## config.mk

```make
export PLATFORM = sky130hd
export DESIGN_NAME = imem_loader
export DESIGN_NICKNAME = d
export VERILOG_FILES = /design/src/rtl/imem_loader.sv
export SDC_FILE = /design/constraint.sdc
export NUM_CORES = 1
export LEC_CHECK = 0
export BUFFER_PORTS_ARGS = -buffer_cell sky130_fd_sc_hd__buf_2
export CORE_MARGIN = 2
export CORE_UTILIZATION = 60
export DETAILED_ROUTE_END_ITERATION = 8
export PLACE_DENSITY_LB_ADDON = 0.12
export SLEW_MARGIN = 0
export SYNTH_ARGS = -nofsm -noshare
export SYNTH_HDL_FRONTEND = slang
export SYNTH_SLANG_ARGS = --single-unit
```

## constraint.sdc

```tcl
create_clock -name clk -period 5.68 [get_ports clk]
set_input_delay 1.704 -clock clk [delete_from_list [all_inputs] [get_ports clk]]
set_output_delay 1.704 -clock clk [all_outputs]
set_load 0.1 [all_outputs]
```

## src/rtl/imem_loader.sv

```systemverilog
// Byte-serial boot loader: framed stream -> big-endian 32-bit words written to instruction memory.
// Holds the core in reset until the frame's XOR checksum verifies.
module imem_loader #(
  parameter int unsigned ADDR_W     = 4,
  parameter logic [7:0]  START_BYTE = 8'hA5
) (
  input  logic              clk,
  input  logic              rst,
  input  logic [7:0]        rx_data,
  input  logic              rx_valid,
  output logic              rx_ready,
  output logic              imem_we,
  output logic [ADDR_W-1:0] imem_addr,
  output logic [31:0]       imem_wdata,
  output logic              cpu_hold,
  output logic              done,
  output logic              error
);

  localparam logic [2:0] S_IDLE  = 3'd0;
  localparam logic [2:0] S_COUNT = 3'd1;
  localparam logic [2:0] S_DATA  = 3'd2;
  localparam logic [2:0] S_WRITE = 3'd3;
  localparam logic [2:0] S_CHECK = 3'd4;
  localparam logic [2:0] S_DONE  = 3'd5;
  localparam logic [2:0] S_ERROR = 3'd6;

  localparam int unsigned DEPTH = 1 << ADDR_W;

  logic [2:0]        state_q, state_d;
  logic [7:0]        n_q, n_d;
  logic [7:0]        words_q, words_d;
  logic [7:0]        csum_q, csum_d;
  logic [1:0]        byte_idx_q, byte_idx_d;
  logic [ADDR_W-1:0] addr_q, addr_d;
  logic [31:0]       wdata_q, wdata_d;
  logic              hold_q, hold_d;
  logic              done_q, done_d;
  logic              error_q, error_d;
  logic              accept;
  logic              count_ok;
  logic              is_start;

  assign rx_ready   = (state_q != S_WRITE);
  assign accept     = rx_valid && rx_ready;
  assign is_start   = (rx_data == START_BYTE);
  assign count_ok   = (rx_data != 8'd0) && ({24'd0, rx_data} <= DEPTH);
  assign imem_we    = (state_q == S_WRITE);
  assign imem_addr  = addr_q;
  assign imem_wdata = wdata_q;
  assign cpu_hold   = hold_q;
  assign done       = done_q;
  assign error      = error_q;

  always_comb begin
    state_d    = state_q;
    n_d        = n_q;
    words_d    = words_q;
    csum_d     = csum_q;
    byte_idx_d = byte_idx_q;
    addr_d     = addr_q;
    wdata_d    = wdata_q;
    hold_d     = hold_q;
    done_d     = done_q;
    error_d    = error_q;
    case (state_q)
      S_IDLE: begin
        if (accept && is_start) state_d = S_COUNT;
      end
      S_COUNT: begin
        if (accept) begin
          if (count_ok) begin
            n_d        = rx_data;
            words_d    = 8'd0;
            csum_d     = 8'd0;
            byte_idx_d = 2'd0;
            addr_d     = '0;
            state_d    = S_DATA;
          end else begin
            state_d = S_ERROR;
            error_d = 1'b1;
            hold_d  = 1'b1;
            done_d  = 1'b0;
          end
        end
      end
      S_DATA: begin
        if (accept) begin
          wdata_d    = {wdata_q[23:0], rx_data};
          csum_d     = csum_q ^ rx_data;
          byte_idx_d = byte_idx_q + 2'd1;
          if (byte_idx_q == 2'd3) state_d = S_WRITE;
        end
      end
      S_WRITE: begin
        addr_d  = addr_q + 1'b1;
        words_d = words_q + 8'd1;
        state_d = (words_q + 8'd1 == n_q) ? S_CHECK : S_DATA;
      end
      S_CHECK: begin
        if (accept) begin
          if (rx_data == csum_q) begin
            state_d = S_DONE;
            done_d  = 1'b1;
            hold_d  = 1'b0;
            error_d = 1'b0;
          end else begin
            state_d = S_ERROR;
            error_d = 1'b1;
            hold_d  = 1'b1;
            done_d  = 1'b0;
          end
        end
      end
      S_DONE, S_ERROR: begin
        // A new frame re-asserts the core hold so a reload restarts the processor.
        if (accept && is_start) begin
          state_d = S_COUNT;
          hold_d  = 1'b1;
          done_d  = 1'b0;
          error_d = 1'b0;
        end
      end
      default: state_d = S_IDLE;
    endcase
  end

  always_ff @(posedge clk or posedge rst) begin
    if (rst) begin
      state_q    <= S_IDLE;
      n_q        <= 8'd0;
      words_q    <= 8'd0;
      csum_q     <= 8'd0;
      byte_idx_q <= 2'd0;
      addr_q     <= '0;
      wdata_q    <= 32'd0;
      hold_q     <= 1'b1;
      done_q     <= 1'b0;
      error_q    <= 1'b0;
    end else begin
      state_q    <= state_d;
      n_q        <= n_d;
      words_q    <= words_d;
      csum_q     <= csum_d;
      byte_idx_q <= byte_idx_d;
      addr_q     <= addr_d;
      wdata_q    <= wdata_d;
      hold_q     <= hold_d;
      done_q     <= done_d;
      error_q    <= error_d;
    end
  end

endmodule

```

==> results of run 1 <==
==> kinds of logic (layout without fill, tap and decap cells) <==
logic type / after synthesis / in the layout / synth area share
muxes: 7 / 7 / 0.02423
xor gates and xnor gates: 21 / 21 / 0.05566
AOI/OAI and AO/OA: 66 / 66 / 0.1227
buffers and inverters: 23 / 75 / 0.03067
DFF: 68 / 68 / 0.5153
adders and majority gates: 3 / 3 / 0.01136
and+or+nand+nor: 177 / 177 / 0.2401
==> layer usage <==
layer,GRT usage,up-vias,part of all wire
li1,-,1324,-
met2,0.3888,64,0.45
met3,0.04828,12,0.045
met5,0,-,0
met4,0.1333,0,0.018
met1,0.3406,1319,0.48
==> flip-flops by register name, summed over array words and instances (netlist names) <==
name        count
error           1
imem_addr       4
n_q             8
imem_wdata     32
byte_idx_q      2
words_q         8
done            1
csum_q          8
state_q         3
cpu_hold        1
==> final timing paths <==
path | end | cells past startpoint | start | slack, ns
min reg2reg | cpu_hold | 2 | cpu_hold | 0.47
min | cpu_hold | 2 | cpu_hold | 0.47
max reg2reg | csum_q[2] | 4 | state_q[1] | 3.15
max | imem_we | 4 | state_q[2] | 1.59
min in group asynchronous | imem_wdata[22] | 2 | rst | 1.31
max in group asynchronous | csum_q[2] | 3 | rst | 3.40
==> final cells by class <==
cell class | count | area share
sequential | 68 | 0.4484
inverter | 6 | 0.005931
clock buffer | 11 | 0.03987
timing repair buffer | 53 | 0.07117
tap | 72 | 0.02372
multi-input combinational | 274 | 0.3951
clock inverter | 5 | 0.01582
==> cells in the mapped netlist, types with 4 or more instances <==
library cell    n  area (µm²)
inv_1           5       18.77
nand4_1         4       25.02
nor2_1         20       75.07
o21ai_0        27       135.1
nor2b_1         9       56.30
clkbuf_1       12       45.04
xnor2_1        13       113.9
nand3_1         9       45.04
dfrtp_1        67        1677
a21oi_1         9       45.04
o21ai_1         6       30.03
nand2_1       117       439.2
mux2_2          4       45.04
xor2_1          8       70.07
==> stage by stage <==
stage               instances  hold slack, ns    util
finish                    489          0.4680  0.7025
global route              489          0.4846  0.7025
CTS                       489          0.4748  0.7025
detailed placement        473          0.4578  0.6634
global placement          473          0.4486  0.6634
floorplan                 365          0.4677       -
==> worst max-delay path, cell delays in order (launching register included) <==
cell and delay (ns):
dfrtp_1 0.56, inv_1 0.20, nand3_1 0.45, clkinv_1 0.40, buf_2 0.40
==> flow_summary_export.csv, run 1 <==
group,metric,value,unit
timing,setup_slack,1.595,ns
worst_setup_path,required,3.98,ns
cts,clk_latency,0.36,ns
worst_setup_path,cp-start-kind,"flop",
synthesis,synth.yosys.seq_area_share,0.5153,
timing,final_max_slew_viol_count,0,
synthesis,syn_nets,379,
route,drc,0,
placement,routabilityCongestion,0.8834,
timing,rsz0062_at_grt,"false",
route,ant_nets,0,
finish,multiInputGateArea,1500,µm²
finish,nNetsFinal,426,
route,drt-total-wl,7060,µm
worst_setup_path,critical_path_class,"flop to output pin",
finish,finalInstanceArea,3797,µm²
finish,fillers,417,
synthesis,synth_edf_count,0,
floorplanning,row_count,27,
timing,max_freq,244.8,MHz
synthesis,netlist_instances,365,
timing,worst_pin_slew,1.188,ns
cts,cts.sinks,68,
global_routing,overflow,0,
finish,n_antenna_cell,0,
timing,period_share,0.7192,
placement,detailed_place.area,3586,µm²
placement,dp_slack,1.956,ns
floorplanning,dieArea,6117,µm²
cts,cts_tree,"yes",
synthesis,yosys.cell_types.count,50,
route,vias,2719,
worst_setup_path,worstSetupEndpointType,"output pin",
timing,period_minus_slack,4.085,ns
cts,cts_setup_buffers,0,
synthesis,ys_ff_latch,68,
synthesis,synthArstFlopShare,1.000,
placement,portBuffers,51,
finish,mostFrequentLayoutCells,"117 x nand2_1, 67 x dfrtp_1, 51 x buf_2",
route,wl_per_cell,14.44,µm
route,firstDrtPassIters,4,
cts,cts_hold_buf,0,
floorplanning,core_area,5405,µm²
cts,numCtsBuffers,9,
cts,cts-root-buf,"clkbuf_8",
global_routing,grt_pass1_vias,2586,
finish,area_growth,14.92,%
synthesis,synth_area_per_cell,9.053,µm²
flow_run,cap_violations,0,
timing,setup-tns-final,0,ns
synthesis,synthFlopType,"dfrtp_1",
cts,postCtsResizedCells,0,
timing,setup_violations,0,
global_routing,antenna_found_initial,0,
placement,dp_hpwl,4614,µm
cts,cts.path.max_buffers,2,
worst_setup_path,worstPathMaxFanout,16,
synthesis,netlist_area,3304,µm²
synthesis,yosysWarnings,0,
floorplanning,initial_core_util,0.6113,
finish,final_common_cell,"nand2_1",
route,via_per_inst,5.560,
finish,drive_gt1_frac,0.1942,
worst_setup_path,arrival,2.38,ns
floorplanning,io-pin-count,52,
timing,finalHoldViolCount,0,
timing,final.setup_skew,0.007116,ns
global_routing,grt_pass1_wl,12010,µm
global_routing,grt_max_degree,53,
route,drt_iter0_drc,247,
finish,seq_area,1703,µm²
global_routing,grt_usage,0.2521,
cts,cts.clk_slew.worst_paths,0.07,ns
timing,relSlewSlack,0.2082,
outcome,outcome,"finished, final reports clean",
worst_hold_path,hold_path_class,"flop to flop",
floorplanning,die_h,78.21,µm
floorplanning,die-width,78.21,µm
cts,h-tree-depth,3,
Power of run 1 is left out: the tool's default activity adds up to more than one toggle a clock period on the data nets, which glitch-free logic cannot reach.
==> run 2, diff against run 1 <==
--- a/config.mk
+++ b/config.mk
@@ -7,7 +7,7 @@
 export LEC_CHECK = 0
 export BUFFER_PORTS_ARGS = -buffer_cell sky130_fd_sc_hd__buf_2
 export CORE_MARGIN = 2
-export CORE_UTILIZATION = 60
+export CORE_UTILIZATION = 56
 export DETAILED_ROUTE_END_ITERATION = 8
 export PLACE_DENSITY_LB_ADDON = 0.12
 export SLEW_MARGIN = 0
==> constraint.sdc (replaced) <==
create_clock -name clk -period 4.3 [get_ports clk]
set_input_delay 1.29 -clock clk [delete_from_list [all_inputs] [get_ports clk]]
set_output_delay 1.29 -clock clk [all_outputs]
set_load 0.1 [all_outputs]
==> flow_summary_export.csv, run 2 (synthesized netlist as in run 1, its figures left out) <==
group,metric,value,unit
cts,cts_setup_buffers,0,
placement,detailed_place.area,3601,µm²
timing,period_share,0.8152,
placement,dp_slack,1.103,ns
timing,rsz0062_at_grt,"false",
cts,cts.sinks,68,
worst_setup_path,regToRegSetupSlack,2.09,ns
worst_setup_path,critical_path_class,"flop to output pin",
cts,cts-root-buf,"clkbuf_8",
finish,area_growth,14.84,%
finish,finalInstanceArea,3795,µm²
worst_setup_path,required,3.01,ns
timing,setup_violations,0,
finish,seq_area,1703,µm²
timing,max_freq,285.3,MHz
timing,period_minus_slack,3.506,ns
floorplanning,row_count,27,
cts,postCtsResizedCells,0,
finish,largest_register_ffs,32,
finish,multiInputGateArea,1500,µm²
finish,instances_no_fill,491,
placement,portBuffers,51,
route,drt-total-wl,7052,µm
placement,dp_hpwl,4868,µm
global_routing,grt_pass1_wl,12100,µm
timing,final.setup_skew,0.008514,ns
floorplanning,io-pin-count,52,
timing,setup_slack,0.7945,ns
route,drc,0,
cts,h-tree-depth,3,
worst_setup_path,worstPathMaxFanout,12,
cts,cts.path.max_buffers,2,
worst_hold_path,hold_path_depth,2,
global_routing,antenna_found_initial,0,
worst_hold_path,whs_endpoint,"cpu_hold",
finish,fillers,497,
route,via_per_inst,5.517,
floorplanning,core_area,5608,µm²
worst_setup_path,reg2regPathDepth,4,
finish,mostFrequentLayoutCells,"117 x nand2_1, 67 x dfrtp_1, 51 x buf_2",
route,drt_iter0_drc,168,
cts,clk_latency,0.34,ns
timing,setup-tns-final,0,ns
global_routing,grt_usage,0.2433,
outcome,outcome,"finished, final reports clean",
cts,cts.clk_slew.worst_paths,0.07,ns
worst_setup_path,cp-start-kind,"flop",
finish,n_antenna_cell,0,
timing,relSlewSlack,0.4780,
placement,dp.cells,475,
finish,final_common_cell,"nand2_1",
route,vias,2709,
finish,nNetsFinal,428,
global_routing,overflow,0,
timing,worst_pin_slew,0.7830,ns
floorplanning,dieArea,6531,µm²
global_routing,grt_pass1_vias,2580,
worst_setup_path,regToRegEndpoint,"csum_q[0]",
floorplanning,initial_core_util,0.5892,
worst_hold_path,hold_start,"cpu_hold",
cts,cts_tree,"yes",
cts,numCtsBuffers,9,
flow_run,cap_violations,0,
worst_setup_path,r2r-start,"state_q[1]",
placement,routabilityCongestion,0.9241,
worst_setup_path,arrival,2.22,ns
cts,cts_hold_buf,0,
worst_hold_path,hold_path_class,"flop to flop",
floorplanning,die-width,80.82,µm
worst_setup_path,worstSetupEndpointType,"output pin",
route,ant_nets,0,
route,wl_per_cell,14.36,µm
finish,drive_gt1_frac,0.1933,
timing,final_max_slew_viol_count,0,
global_routing,grt_max_degree,49,
timing,finalHoldViolCount,0,
floorplanning,die_h,80.82,µm
route,firstDrtPassIters,4,
[run 2: per-stage QoR]
step / utilization / hold slack (ns)
after detailed placement: 0.6421 / 0.4530
after global placement: 0.6421 / 0.4502
final: 0.6767 / 0.4604
after CTS: 0.6767 / 0.4640
after global routing: 0.6767 / 0.5015
after floorplan: - / 0.4677
[run 2: worst max-delay path, cell delays in order (launching register included)]
cell and delay (ns):
dfrtp_1 0.55, inv_1 0.21, nand3_1 0.34, clkinv_1 0.37
buf_2 0.40
[run 2: routing by layer]
layer | track usage | part of all wire | routed length (µm) | up-vias
met2 | 0.3669 | 0.45 | 3147 | 68
met4 | 0.09153 | 0.015 | 108 | 0
met1 | 0.3504 | 0.49 | 3461 | 1313
li1 | - | - | - | 1319
met3 | 0.04889 | 0.047 | 334 | 9
met5 | 0 | 0 | 0 | -
[run 2: how the worst max path moves through the flow]
| stage | from | to | cells after the start |
|---|---|---|---|
| after CTS | state_q[2] | imem_we | 4 |
| after global routing | state_q[2] | imem_we | 4 |
| after floorplan | state_q[1] | rx_ready | 3 |
| final | state_q[2] | imem_we | 4 |
| after global placement | state_q[2] | imem_we | 4 |
| after detailed placement | rx_data[1] | words_q[7] | 7 |
[run 2: final cells by class]
cell class,instances,share of cell area
well taps,72,0.02374
repair buffers,55,0.07517
multi-input cells,274,0.3953
clock buffers,12,0.03825
clock inverters,4,0.01286
inverters,6,0.005935
flip-flops and latches,68,0.4487
Power of run 2 is left out for the same reason.
